<file path="src/rtl/cpu_pkg.sv">
// Shared CPU definitions: fetch FSM encoding, canonical NOP and default reset PC.
package cpu_pkg;

  typedef enum logic [1:0] {
    ST_REQ  = 2'd0,
    ST_WAIT = 2'd1,
    ST_DROP = 2'd2
  } fetch_state_e;

  localparam logic [31:0] INSTR_NOP        = 32'h0000_0013;
  localparam logic [31:0] DEFAULT_RESET_PC = 32'h0000_0000;

endpackage

</file>
<file path="src/rtl/fetch_buffer.sv">
// Small synchronous FIFO with flush; when empty the head output keeps showing
// the most recently popped entry (or RESET_DATA after reset).
module fetch_buffer #(
  parameter int                WIDTH      = 64,
  parameter int                DEPTH      = 2,
  parameter logic [WIDTH-1:0]  RESET_DATA = '0
) (
  input  logic                     clk,
  input  logic                     rst,
  input  logic                     push,
  input  logic [WIDTH-1:0]         push_data,
  input  logic                     pop,
  input  logic                     flush,
  output logic [WIDTH-1:0]         head_data,
  output logic [$clog2(DEPTH):0]   count
);

  localparam int            AW   = $clog2(DEPTH);
  localparam logic [AW:0]   FULL = (AW+1)'(DEPTH);

  logic [WIDTH-1:0] r_mem [DEPTH];
  logic [AW-1:0]    r_wr_ptr;
  logic [AW-1:0]    r_rd_ptr;
  logic [AW:0]      r_count;
  logic [WIDTH-1:0] r_last;
  logic             w_push_ok;
  logic             w_pop_ok;

  assign w_pop_ok  = pop && (r_count != '0);
  assign w_push_ok = push && !flush && (r_count < FULL);

  always_ff @(posedge clk) begin
    if (w_push_ok) r_mem[r_wr_ptr] <= push_data;
  end

  always_ff @(posedge clk or posedge rst) begin
    if (rst) begin
      r_wr_ptr <= '0;
      r_rd_ptr <= '0;
      r_count  <= '0;
      r_last   <= RESET_DATA;
    end else begin
      // A pop in the flush cycle still completes, so remember what decode saw.
      if (w_pop_ok) r_last <= r_mem[r_rd_ptr];
      if (flush) begin
        r_wr_ptr <= '0;
        r_rd_ptr <= '0;
        r_count  <= '0;
      end else begin
        if (w_push_ok) r_wr_ptr <= r_wr_ptr + AW'(1);
        if (w_pop_ok)  r_rd_ptr <= r_rd_ptr + AW'(1);
        r_count <= r_count + {{AW{1'b0}}, w_push_ok} - {{AW{1'b0}}, w_pop_ok};
      end
    end
  end

  assign head_data = (r_count != '0) ? r_mem[r_rd_ptr] : r_last;
  assign count     = r_count;

endmodule

</file>
<file path="src/rtl/fetch_stage.sv">
// Instruction fetch: PC/FSM with a single outstanding memory request and
// credit-based issue into a small buffer feeding decode.
module fetch_stage
  import cpu_pkg::*;
#(
  parameter int               XLEN      = 32,
  parameter logic [XLEN-1:0]  RESET_PC  = XLEN'(DEFAULT_RESET_PC),
  parameter int               BUF_DEPTH = 2
) (
  input  logic             clk,
  input  logic             rst,
  output logic             imem_req,
  output logic [XLEN-1:0]  imem_addr,
  input  logic             imem_ready,
  input  logic             imem_rvalid,
  input  logic [31:0]      imem_rdata,
  input  logic             redirect_valid,
  input  logic [XLEN-1:0]  redirect_pc,
  output logic             id_valid,
  input  logic             id_ready,
  output logic [31:0]      id_instr,
  output logic [XLEN-1:0]  id_pc
);

  localparam int CW = $clog2(BUF_DEPTH) + 1;

  fetch_state_e     r_state;
  logic [XLEN-1:0]  r_pc;
  logic             r_run;
  logic [CW-1:0]    w_count;
  logic [31+XLEN:0] w_head;
  logic             w_accept;
  logic             w_push;
  logic             w_pop;
  logic             w_still_waiting;
  logic [XLEN-1:0]  w_redirect_target;

  // r_run keeps imem_req low during reset and until the first clock after release.
  assign imem_req          = r_run && (r_state == ST_REQ) && (w_count < CW'(BUF_DEPTH));
  assign imem_addr         = r_pc;
  assign w_accept          = imem_req && imem_ready;
  assign w_push            = (r_state == ST_WAIT) && imem_rvalid && !redirect_valid;
  assign w_pop             = id_valid && id_ready;
  assign w_still_waiting   = (r_state != ST_REQ) && !imem_rvalid;
  assign w_redirect_target = redirect_pc & ~(XLEN'(3));

  always_ff @(posedge clk or posedge rst) begin
    if (rst) begin
      r_state <= ST_REQ;
      r_pc    <= RESET_PC;
      r_run   <= 1'b0;
    end else begin
      r_run <= 1'b1;
      if (redirect_valid) begin
        r_pc <= w_redirect_target;
        // Any request still in flight after this edge must have its response discarded.
        r_state <= (w_accept || w_still_waiting) ? ST_DROP : ST_REQ;
      end else begin
        case (r_state)
          ST_REQ:  if (w_accept) r_state <= ST_WAIT;
          ST_WAIT: if (imem_rvalid) begin
                     r_state <= ST_REQ;
                     r_pc    <= r_pc + XLEN'(4);
                   end
          ST_DROP: if (imem_rvalid) r_state <= ST_REQ;
          default: r_state <= ST_REQ;
        endcase
      end
    end
  end

  fetch_buffer #(
    .WIDTH      (32 + XLEN),
    .DEPTH      (BUF_DEPTH),
    .RESET_DATA ({INSTR_NOP, RESET_PC})
  ) u_buf (
    .clk       (clk),
    .rst       (rst),
    .push      (w_push),
    .push_data ({imem_rdata, r_pc}),
    .pop       (w_pop),
    .flush     (redirect_valid),
    .head_data (w_head),
    .count     (w_count)
  );

  assign id_valid           = (w_count != '0);
  assign {id_instr, id_pc}  = w_head;

endmodule

</file>
<file path="config.mk">
export PLATFORM = sky130hd
export DESIGN_NAME = fetch_stage
export DESIGN_NICKNAME = d
export VERILOG_FILES = /design/src/rtl/cpu_pkg.sv /design/src/rtl/fetch_buffer.sv /design/src/rtl/fetch_stage.sv
export SDC_FILE = /design/constraint.sdc
export NUM_CORES = 1
export LEC_CHECK = 0
export ABC_AREA = 1
export CAP_MARGIN = 30
export CELL_PAD_IN_SITES_DETAIL_PLACEMENT = 1
export CELL_PAD_IN_SITES_GLOBAL_PLACEMENT = 1
export CORE_MARGIN = 2
export CORE_UTILIZATION = 40
export DETAILED_ROUTE_END_ITERATION = 16
export GPL_ROUTABILITY_DRIVEN = 0
export PLACE_DENSITY_LB_ADDON = 0.12
export SLEW_MARGIN = 20
export SYNTH_ARGS = -nofsm -noshare
export SYNTH_HDL_FRONTEND = slang
export SYNTH_SLANG_ARGS = --single-unit
</file>
<file path="constraint.sdc">
create_clock -name clk -period 5.4 [get_ports clk]
set_input_delay 1.35 -clock clk [delete_from_list [all_inputs] [get_ports clk]]
set_output_delay 1.35 -clock clk [all_outputs]
set_load 0.02 [all_outputs]
</file>
==> results.cfg, run 1 <==
[status]
status = finished, final reports clean

[global_routing]
antenna_found_initial = 0
grt_pass1_wl_mm = 43.66
remaining_global_route_overflow = 0
first_global_vias = 8505
maximum_number_of_pins_on_one_net_before_global_route_repair = 79
track_usage_pct = 20.75

[cts]
tritoncts_num_sinks = 223
cts_tree = yes
htree_levels = 1
cts_max_path_buffers = 3
postCtsSetupRepairBufs = 0
hold_buffers = 0
path_clk_slew_ps = 60
post_cts_resized = 0
library_cell_used_as_clock_root_buffer = sky130_fd_sc_hd__clkbuf_16
worst_skew_pair.late_latency_ps = 510
cts_made_buffers = 25

[setup_path]
critical_path_buf_inv_count = 3
worstSetupEndpointType = primary output
crit_chain = nor2_1, clkinv_2, buf_4, o21ai_0, clkdlybuf4s50_1
worst_path_dominant_cell_family = buffers and inverters
cp_slowest_cell = sky130_fd_sc_hd__clkdlybuf4s50_1
cp_class = reg -> out
cpPeakStageDelay_ps = 690
worst-endpoint-required_ps = 4050
worst-r2r-cell-count = 10
worst-path-max-fanout = 44
rrSetupSlack_ps = 2230
r2r-end = u_buf.count[1]$_DFF_PP0_
startpoint_of_the_worst_slack_reg_to_reg_timing_path = u_buf.count[1]$_DFF_PP0_
worst_ep_arrival_time_ps = 2850
critPathLaunchType = flip-flop

[yosys]
largest_family_of_logic_cells_by_synthesized_area = simple AND/OR/NAND/NOR gates
postSynth.topFlopCell = sky130_fd_sc_hd__edfxtp_1
syn_area_um2 = 10100
synth-compound-area-share_pct = 8.780
synth-xor-area-share_pct = 0.8545
synth.distinct_cells = 34
synthesis.instances = 1121
synthesis_stage_register_bit_count = 223
postSynth.asyncResetShare_pct = 44.39
synth_sequential_area_ratio_pct = 61.41
synthAdderAreaFrac_pct = 0.6192
syn_avg_cell_area_um2 = 9.013
warning_count_from_the_yosys_run = 0
synth_mux_area_share_pct = 0
edff_count_synth = 124
yosys.area_share.simple_pct = 21.70

[route]
postRouteWirelength_mm = 26.64
wl_per_cell_um = 16.42
number_of_design_rule_violations_left_by_the_first_detailed_router_iteration = 431
ant_nets = 0
via_cell_ratio = 4.900
route.detailed.drc = 0
detailroute.via_count = 7948
detail_route.first_pass.iterations = 4

[power_and_ir_drop]
peakVddDrop_v = 0.0002759
clockPowerShare_pct = 21.7
net_load_switching_power_mw = 2.975
p_leak_nw = 5.268
total_power_mw = 7.524
switching_power_as_a_share_of_total_power_pct = 39.54
p_seq_share_pct = 31.7
comb_power_share_pct = 46.6
internal_power_mw = 4.548
power.density_nw_per_um2 = 586.1

[hold_path]
timing.hold.worst_endpoint = u_buf.r_last[33]$_DFFE_PP1P_
worst_hold_startpoint = u_buf.r_last[33]$_DFFE_PP1P_
holdCritPathClass = reg -> reg
whs_path_depth = 2

[die]
initial_utilization_pct = 40.47
design.die.area_um2 = 26550
io-pin-count = 168
die_h_um = 162.9
rows = 58
core_um2 = 24960
die-width_um = 162.9

[placement]
postPlaceCellArea_um2 = 12050
place_inst = 1577
post-dp-hpwl_mm = 17.36
pre_cts_ws_ps = 1658
buffer_ports.inserted = 161

[sta]
period_share_pct = 77.82
fin_worst_hold_slack_ps = 483.0
worst_clock_skew_ps = 9.060
setup_ws_ps = 1198
post-route-min-period_ps = 4202
totalNegativeSetupSlack_ps = 0
rsz0062_at_grt = false
max_clock_freq_ghz = 0.2380
pins_over_slew_limit = 0
worst_slew_margin_pct = 49.11
setup_viol = 0
report.final.hold_viol_count = 0
tightestPinTransition_ps = 763.4

[layout]
fin_cells = 1622
proportion_of_layout_cells_with_a_drive_suffix_above_1_pct = 5.267
finalInstanceArea_um2 = 12840
final_core_area_utilization_pct = 51.42
syn2layout_area_growth_pct = 27.05
nNetsFinal = 1349
filler_cell_count = 2902
layout.cells.most_common = sky130_fd_sc_hd__nand2_1
most-common-layout-cells = sky130_fd_sc_hd__nand2_1 (444), sky130_fd_sc_hd__clkdlybuf4s50_1 (161), sky130_fd_sc_hd__o21ai_0 (130)

[run]
maxCapViolCount = 0
layout make-up:
cell class	instances	area, µm²	share of cell area, %
Clock inverter	6	76.32	0.5946
Tap cell	330	412.9	3.217
Clock buffer	38	704.4	5.488
Inverter	112	425.4	3.314
Sequential cell	223	6206	48.35
Antenna cell	1	2.502	0.01950
Timing Repair Buffer	174	1747	13.61
Multi-Input combinational cell	738	3262	25.41
worst register-to-register path, stage by stage (launching register included):
cell and delay, ps:
sky130_fd_sc_hd__dfrtp_1 440, sky130_fd_sc_hd__nor2_1 150, sky130_fd_sc_hd__clkinv_2 360, sky130_fd_sc_hd__buf_4 450, sky130_fd_sc_hd__nand2_1 190, sky130_fd_sc_hd__clkinv_2 490, sky130_fd_sc_hd__ha_1 530, sky130_fd_sc_hd__inv_1 40
sky130_fd_sc_hd__ha_1 190, sky130_fd_sc_hd__xor2_1 160, sky130_fd_sc_hd__nor2_1 50
sequential cells by signal, indices dropped and copies added, names as in the netlist:
register / flops
imem_addr: 30
r_run: 1
r_state: 2
u_buf.count: 2
u_buf.r_last: 62
u_buf.r_mem: 124
u_buf.r_rd_ptr: 1
u_buf.r_wr_ptr: 1
per-layer routing:
| layer | vias up | global-route usage [%] | share of wire [%] |
|---|---|---|---|
| met3 | 39 | 2.801 | 3.9 |
| li1 | 3901 | - | - |
| met1 | 3856 | 26.56 | 44 |
| met2 | 152 | 37.04 | 50 |
| met5 | - | 0 | 0 |
| met4 | 0 | 5.430 | 1.9 |
how the worst max path moves through the flow:
stage / start / to / slack (ps) / cells past startpoint
global placement: imem_rvalid / u_buf.r_mem[1][43]$_DFFE_PP_ / 1710 / 8
finish: u_buf.count[1]$_DFF_PP0_ / id_pc[16] / 1200 / 5
CTS: u_buf.count[1]$_DFF_PP0_ / id_instr[12] / 1170 / 5
floorplan: imem_rvalid / u_buf.r_mem[0][10]$_DFFE_PP_ / 420 / 6
detailed placement: imem_rvalid / u_buf.r_mem[1][46]$_DFFE_PP_ / 1660 / 8
global route: u_buf.count[1]$_DFF_PP0_ / id_pc[15] / 1010 / 5
synth_stat cells (all sizes together) (5+ instances only):
master / number / area share, %
xor2: 8 / 0.77
clkbuf: 25 / 0.93
inv: 112 / 4.2
o21bai: 6 / 0.45
buf: 26 / 1.5
nand2: 445 / 17
dfrtp: 96 / 24
nor2: 60 / 2.7
ha: 5 / 0.62
edfxtp: 124 / 37
nand3: 38 / 2.0
o21ai: 145 / 7.2
a21oi: 8 / 0.40
power groups by stage:
stage               combinational, mW  clock [mW]  sequential (mW)
finish                           3.50        1.63             2.39
global route                     3.88        1.75             2.43
CTS                              3.57        1.68             2.39
detailed placement               3.55           0             2.42
global placement                 3.48           0             2.41
floorplan                        1.98           0             2.41
cell families (layout without fill, tap and decap cells):
kind of cell	count (synthesis)	after routing
AO/OA/AOI/OAI	169	169
XOR/XNOR	9	9
adder cells (fa/ha/maj)	5	5
buffers and inverters	163	330
flip-flops	223	223
other	2	6
AND/OR/NAND/NOR	550	550
Note: power is estimated with default switching activity, not from simulation.
==> run 2: changes to the inputs <==
--- a/config.mk
+++ b/config.mk
@@ -10,7 +10,7 @@
 export CELL_PAD_IN_SITES_DETAIL_PLACEMENT = 1
 export CELL_PAD_IN_SITES_GLOBAL_PLACEMENT = 1
 export CORE_MARGIN = 2
-export CORE_UTILIZATION = 40
+export CORE_UTILIZATION = 37
 export DETAILED_ROUTE_END_ITERATION = 16
 export GPL_ROUTABILITY_DRIVEN = 0
 export PLACE_DENSITY_LB_ADDON = 0.12
==> constraint.sdc (replaced) <==
create_clock -name clk -period 3.77 [get_ports clk]
set_input_delay 0.9425 -clock clk [delete_from_list [all_inputs] [get_ports clk]]
set_output_delay 0.9425 -clock clk [all_outputs]
set_load 0.02 [all_outputs]
==> results.cfg, run 2 (synthesized netlist as in run 1, its figures left out) <==
[status]
status = finished, final reports clean

[sta]
report.final.hold_viol_count = 0
tightestPinTransition_ps = 607.4
setup_ws_ps = 303.5
post-route-min-period_ps = 3467
pins_over_slew_limit = 0
rsz0062_at_grt = false
period_share_pct = 91.95
worst_slew_margin_pct = 59.51
setup_viol = 0
max_clock_freq_ghz = 0.2885
worst_clock_skew_ps = 8.799

[setup_path]
critPathLaunchType = flip-flop
worst-path-max-fanout = 42
worstSetupEndpointType = primary output
startpoint_of_the_worst_slack_reg_to_reg_timing_path = r_state[1]$_DFFE_PP0P_
worst-r2r-cell-count = 9
worst-endpoint-required_ps = 2830
rrSetupSlack_ps = 1500
r2r-end = u_buf.r_mem[0][58]$_DFFE_PP_
critical_path.endpoint = id_pc[18]
worst_ep_arrival_time_ps = 2520
cp_class = reg -> out
crit_path_start = u_buf.count[1]$_DFF_PP0_

[die]
initial_utilization_pct = 37.59
die-width_um = 169.2
die_h_um = 169.2
core_um2 = 26880
rows = 60
design.die.area_um2 = 28640
io-pin-count = 168

[layout]
fin_cells = 1640
final_core_area_utilization_pct = 48.16
finalInstanceArea_um2 = 12940
syn2layout_area_growth_pct = 28.10
layout.cells.most_common = sky130_fd_sc_hd__nand2_1
max_flop_register = u_buf.r_mem
nNetsFinal = 1354
most-common-layout-cells = sky130_fd_sc_hd__nand2_1 (444), sky130_fd_sc_hd__clkdlybuf4s50_1 (161), sky130_fd_sc_hd__o21ai_0 (130)
proportion_of_layout_cells_with_a_drive_suffix_above_1_pct = 6.236
largest_reg_flops = 124
n_antenna_cell = 0

[placement]
pre_cts_ws_ps = 580.3
postPlaceCellArea_um2 = 12130
buffer_ports.inserted = 161
post-dp-hpwl_mm = 17.92
place_inst = 1592

[power_and_ir_drop]
p_leak_nw = 5.331
comb_power_share_pct = 46.6
internal_power_mw = 6.536
power.density_nw_per_um2 = 840.1
peakVddDrop_v = 0.0004251
switching_power_as_a_share_of_total_power_pct = 39.88
total_power_mw = 10.87
p_seq_share_pct = 31.5
net_load_switching_power_mw = 4.336
clockPowerShare_pct = 21.9

[route]
wl_per_cell_um = 16.45
route.detailed.drc = 0
via_cell_ratio = 4.859
postRouteWirelength_mm = 26.98
number_of_design_rule_violations_left_by_the_first_detailed_router_iteration = 323
detailroute.via_count = 7969
ant_nets = 0
detail_route.first_pass.iterations = 4

[cts]
htree_levels = 1
post_cts_resized = 0
cts_made_buffers = 26
path_clk_slew_ps = 60
worst_skew_pair.late_latency_ps = 520
hold_buffers = 0
cts_tree = yes
cts_max_path_buffers = 3
postCtsSetupRepairBufs = 0
tritoncts_num_sinks = 223
library_cell_used_as_clock_root_buffer = sky130_fd_sc_hd__clkbuf_16

[global_routing]
antenna_found_initial = 1
maximum_number_of_pins_on_one_net_before_global_route_repair = 125
remaining_global_route_overflow = 0
grt_pass1_wl_mm = 43.88
track_usage_pct = 19.25
first_global_vias = 8529

[run]
maxCapViolCount = 0

[hold_path]
worst_hold_startpoint = u_buf.r_last[36]$_DFFE_PP1P_
holdCritPathClass = reg -> reg
-- run 2: cell count changes in the layout (fill, tap and decap cells not counted), sizes merged --
| cell | change |
|---|---|
| inv | +1 |
| clkinv | +9 |
| diode | -1 |
| bufinv | -1 |
| clkbuf | -5 |
| buf | +4 |
-- run 2: worst min path at each step --
stage,endpoint,slack [ps],cells past startpoint
floorplan,u_buf.r_last[32]$_DFFE_PP1P_,450,2
global placement,u_buf.r_last[33]$_DFFE_PP1P_,470,2
detailed placement,u_buf.r_last[33]$_DFFE_PP1P_,470,2
CTS,u_buf.r_last[36]$_DFFE_PP1P_,490,2
global route,u_buf.r_last[32]$_DFFE_PP1P_,510,2
finish,u_buf.r_last[36]$_DFFE_PP1P_,480,2
-- run 2: through the flow --
| step | hold slack, ps | TNS (ps) |
|---|---|---|
| 2_1_floorplan | 454.2 | -99120 |
| 3_3_place_gp | 469.9 | 0 |
| 3_5_place_dp | 472.9 | 0 |
| 4_1_cts | 485.9 | 0 |
| 5_1_grt | 508.6 | 0 |
| 6_report | 480.0 | 0 |
-- run 2: worst max-delay path, cell delays in order, from the launching register on --
cell and delay (ps):
sky130_fd_sc_hd__dfrtp_1 460, sky130_fd_sc_hd__nor2_1 150, sky130_fd_sc_hd__clkinv_2 100, sky130_fd_sc_hd__buf_4 260, sky130_fd_sc_hd__o21ai_0 340, sky130_fd_sc_hd__clkdlybuf4s50_1 670
-- run 2: per-layer routing --
metal / GRT usage, % / routed length [µm]
met5: 0 / 13
met3: 2.915 / 962
met4: 5.017 / 578
met2: 34.64 / 13330
met1: 24.18 / 12090
-- run 2: final cells by class --
type | instances | area (µm²)
Clock buffer | 33 | 708.2
Inverter | 112 | 425.4
Fill cell | 3069 | 13930
Tap cell | 341 | 426.7
Clock inverter | 15 | 100.1
Multi-Input combinational cell | 738 | 3262
Timing Repair Buffer | 178 | 1814
Sequential cell | 223 | 6206
-- run 2: power groups by stage --
stage	Clock [mW]	Sequential, mW	Combinational [mW]
floorplan	0	3.45	2.84
global placement	0	3.45	5.05
detailed placement	0	3.48	5.14
CTS	2.45	3.44	5.17
global route	2.55	3.49	5.60
finish	2.38	3.43	5.07
